`config.mk`:
```
export PLATFORM = sky130hd
export DESIGN_NAME = serial_deframer
export DESIGN_NICKNAME = d
export VERILOG_FILES = /design/src/rtl/serial_deframer.sv
export SDC_FILE = /design/constraint.sdc
export NUM_CORES = 1
export LEC_CHECK = 0
export CAP_MARGIN = 30
export CORE_UTILIZATION = 45
export CTS_BUF_LIST = sky130_fd_sc_hd__clkbuf_4
export DETAILED_ROUTE_END_ITERATION = 6
export PLACE_DENSITY_LB_ADDON = 0.2
export SYNTH_ARGS = -nofsm -noshare
export SYNTH_HDL_FRONTEND = slang
export SYNTH_SLANG_ARGS = --single-unit
```
`constraint.sdc`:
```
create_clock -name clk -period 4.9 [get_ports clk]
set_clock_uncertainty 0.1 [all_clocks]
set_input_delay 0.98 -clock clk [delete_from_list [all_inputs] [get_ports clk]]
set_output_delay 0.98 -clock clk [all_outputs]
set_load 0.1 [all_outputs]
```
`src/rtl/serial_deframer.sv`:
```
// Serial deframer: hunts for a sync byte in an LSB-first bit stream,
// then delivers fixed-length payload frames with flywheel sync tracking.
module serial_deframer #(
    parameter logic [7:0] SYNC_WORD  = 8'hA5,
    parameter int         FRAME_LEN  = 4,
    parameter int         MISS_LIMIT = 2
) (
    input  logic       clk,
    input  logic       reset,
    input  logic       in_bit,
    input  logic       bit_en,
    output logic [7:0] data_out,
    output logic       data_valid,
    output logic       frame_start,
    output logic       locked,
    output logic       sync_err
);

    localparam int BW = $clog2(FRAME_LEN + 1);
    localparam int MW = $clog2(MISS_LIMIT + 1);

    localparam logic [BW-1:0] SYNC_SLOT = BW'(FRAME_LEN);
    localparam logic [MW-1:0] MISS_MAX  = MW'(MISS_LIMIT);

    localparam logic [0:0] HUNT   = 1'b0;
    localparam logic [0:0] LOCKED = 1'b1;

    logic [0:0]    state;
    logic [7:0]    sr;
    logic [7:0]    next_sr;
    logic [2:0]    bit_cnt;
    logic [2:0]    fill_cnt;
    logic [BW-1:0] byte_cnt;
    logic [MW-1:0] miss_cnt;
    logic [MW-1:0] miss_nxt;
    logic          sync_hit;

    assign next_sr  = {in_bit, sr[7:1]};
    assign miss_nxt = miss_cnt + 1'b1;
    assign sync_hit = (next_sr == SYNC_WORD);

    always_ff @(posedge clk) begin
        if (reset) begin
            state       <= HUNT;
            sr          <= '0;
            bit_cnt     <= '0;
            fill_cnt    <= '0;
            byte_cnt    <= '0;
            miss_cnt    <= '0;
            data_out    <= '0;
            data_valid  <= 1'b0;
            frame_start <= 1'b0;
            locked      <= 1'b0;
            sync_err    <= 1'b0;
        end else begin
            data_valid  <= 1'b0;
            frame_start <= 1'b0;
            sync_err    <= 1'b0;
            if (bit_en) begin
                sr <= next_sr;
                if (fill_cnt != 3'd7)
                    fill_cnt <= fill_cnt + 3'd1;
                case (state)
                    HUNT: begin
                        // fill_cnt==7 means this bit is at least the 8th since reset
                        if (fill_cnt == 3'd7 && sync_hit) begin
                            state    <= LOCKED;
                            locked   <= 1'b1;
                            bit_cnt  <= '0;
                            byte_cnt <= '0;
                            miss_cnt <= '0;
                        end
                    end
                    default: begin
                        bit_cnt <= bit_cnt + 3'd1;
                        if (bit_cnt == 3'd7) begin
                            if (byte_cnt != SYNC_SLOT) begin
                                data_out    <= next_sr;
                                data_valid  <= 1'b1;
                                frame_start <= (byte_cnt == '0);
                                byte_cnt    <= byte_cnt + 1'b1;
                            end else begin
                                byte_cnt <= '0;
                                if (sync_hit) begin
                                    miss_cnt <= '0;
                                end else begin
                                    sync_err <= 1'b1;
                                    if (miss_nxt == MISS_MAX) begin
                                        state    <= HUNT;
                                        locked   <= 1'b0;
                                        miss_cnt <= '0;
                                    end else begin
                                        miss_cnt <= miss_nxt;
                                    end
                                end
                            end
                        end
                    end
                endcase
            end
        end
    end

endmodule

```
==> flow_summary.ini <==
[outcome]
status = finished, final reports clean

[placed_design]
dpl.cell_count = 180
place_congestion = 0.775
io_buffers = 15
dpl.hpwl_um = 1710

[route]
wire_per_inst_um = 13.2
wirelength_um = 2480
via_per_inst = 5.37
route.detailed.drc = 0
dr_total_vias = 1009
drt-initial-drc-count = 39
drtPass1Iterations = 4
detail-route-antenna-nets = 0

[critical_path]
worstSetupPathDepth = 1
cp-end-kind = primary output
crit_path_end = data_out[4]
critPathLaunchType = flop
r2r_slack_ns = 2.97
path_class = flop to primary output
slowest_stage = clkdlybuf4s50_1
reg2regPathDepth = 6
cp_data_required_time_ns = 3.82
worstPathArrival_ns = 1.83
r2r-end = data_out[4]
critPathTopFamily = buffers and inverters
timing.rr.start = bit_cnt[0]
cp_cell_sequence = clkdlybuf4s50_1
startpoint = data_out[4]
critPathMaxFanout = 2
max_stage_delay_ns = 1.13
critPathBufInv = 1

[floorplan]
ios = 16
dieHeight_um = 55.9
die_w_um = 55.9
design.die.area_um2 = 3120
start_util = 0.474
core_area_um2 = 2760
std_cell_rows = 19

[final_layout]
final_cells = 188
drive_gt1_frac = 0.0764
fin_util = 0.560
syn2layout_area_growth_pct = 18.3
diodes = 0
nNetsFinal = 166

[synth]
ys_seq_area_frac = 0.475
synth_edf_count = 0
synth_fp_nets = 150
synth_xor_area_frac = 0.0134
ys_warn_count = 0
synthAdderAreaFrac = 0.0575
async_flop_share = 0
yosysMostFrequentCell = dfxtp_1
yosysTopAreaCell = dfxtp_1
syn-cell-area_um2 = 1310
synth-simple-area-share = 0.229
synth_common_cells = dfxtp_1, nor2_1, nand3_1
synth_top_area_frac = 0.475
synth.area.top_cells = dfxtp_1, mux2i_1, ha_1
synth-main-ff-cell = dfxtp_1
synthMuxAreaShare = 0.0690
synth_compound_area_frac = 0.119
synth_top_family_by_area = simple AND/OR/NAND/NOR gates
synth-seq-cells = 31
ys_types = 30
syn_avg_cell_area_um2 = 9.33
postSynthCellCount = 140

[timing]
tns_ns = 0
fmaxAchievable_mhz = 343
rsz0062_at_grt = false
slew_headroom = 0.341
hold_violations = 0
setup_viol = 0
hold-worst-slack_ns = 0.342
min_period_ns = 2.91
final-max-slew-violation-count = 0
worst_pin_slew_ns = 0.985
fin_crit_sh = 0.594

[global_routing]
grt_max_degree = 29
gr-usage-all-layers = 0.176
antenna_found_initial = 0
gr-total-overflow = 0
grt_pass1_vias = 888
grt_pass1_wl_um = 4150

[pwr]
pwr_density_cell_nw_per_um2 = 303
ir_worst_vdd_uv = 269
power_mw = 0.469
p_leak_nw = 0.584

[clock_tree]
clockRootBuffer = clkbuf_4
clk_path_buf_depth = 2
postCtsSetupBuffers = 0
cts_buffers = 5
clk_pin_slew_ns = 0.09
cts_tree = yes
ctsHoldBuffers = 0
clock_latency_ns = 0.35
clock-sinks = 31
htreeDepth = 2
cts-resized-gates = 0

[run]
cap_violations = 0

[min_path]
hold_class = flop to flop
metrics by stage:
step | instance area, µm² | worst slack [ns]
after floorplan | 1310 | 2.90
after global placement | 1470 | 1.84
after detailed placement | 1470 | 1.77
after CTS | 1550 | 1.98
after global routing | 1550 | 1.93
final | 1550 | 1.99
registers in the layout, summed over array words and instances, names as in the netlist, 2 cells and up:
name / count
bit_cnt: 3
data_out: 8
byte_cnt: 3
fill_cnt: 3
miss_cnt: 2
sr: 7
final cells by class:
class,instances,area (µm²)
Tap cell,31,38.8
Inverter,6,22.5
Sequential cell,31,621
Clock inverter,3,38.8
Multi-Input combinational cell,97,637
Fill cell,250,1210
Timing Repair Buffer,15,150
Clock buffer,5,37.5
worst min-delay path: stages (launching register included):
cell and delay (ns):
dfxtp_1 0.31, inv_1 0.06, a21oi_1 0.04
worst min path at each step:
stage / start / to / slack, ns / depth (start not counted)
after CTS: miss_cnt[1] / miss_cnt[1] / 0.35 / 2
after global placement: miss_cnt[1] / miss_cnt[1] / 0.33 / 2
after floorplan: miss_cnt[1] / miss_cnt[1] / 0.31 / 2
after detailed placement: miss_cnt[1] / miss_cnt[1] / 0.33 / 2
after global routing: data_out[7] / data_out[7] / 0.37 / 2
final: miss_cnt[1] / miss_cnt[1] / 0.34 / 2
power by group:
group / switching [mW] / internal, mW / total, mW
clock: 0.0898 / 0.105 / 0.195
combinational: 0.00966 / 0.00786 / 0.0175
sequential: 0.00228 / 0.255 / 0.257
total: 0.102 / 0.367 / 0.469
layout by cell type, fill, tap and decap left out:
cell type	instances
clkinv_2	1
xnor2_1	2
a32o_1	1
nor3b_1	1
nor2_1	16
mux2i_1	9
clkdlybuf4s50_1	15
a41oi_4	1
clkinv_1	1
nand3_1	15
a22oi_1	2
o31ai_1	1
nand2b_1	1
o21ai_0	1
inv_1	6
bufinv_16	1
nand4b_1	1
and3_1	4
a41oi_1	1
nand2_1	12
dfxtp_1	31
ha_1	6
or2_2	1
or3_1	1
and4bb_4	2
clkbuf_4	5
nand4_1	2
and2_2	1
a21boi_0	1
a21oi_1	13
a211o_1	1
nor2b_1	1
metal layers:
layer / global-route usage / wire [µm] / vias up
met3: 0.0488 / 119 / 6
met5: 0 / 0 / -
li1: - / - / 522
met1: 0.247 / 1290 / 462
met2: 0.229 / 1020 / 19
met4: 0.125 / 48 / 0
kinds of logic after synthesis:
family          after synthesis
simple gates                 58
mux                           9
xor+xnor                      2
buf+inv                      12
fa+ha+maj                     6
flops                        31
compound gates               22
Power figures use the tool's default switching activity.
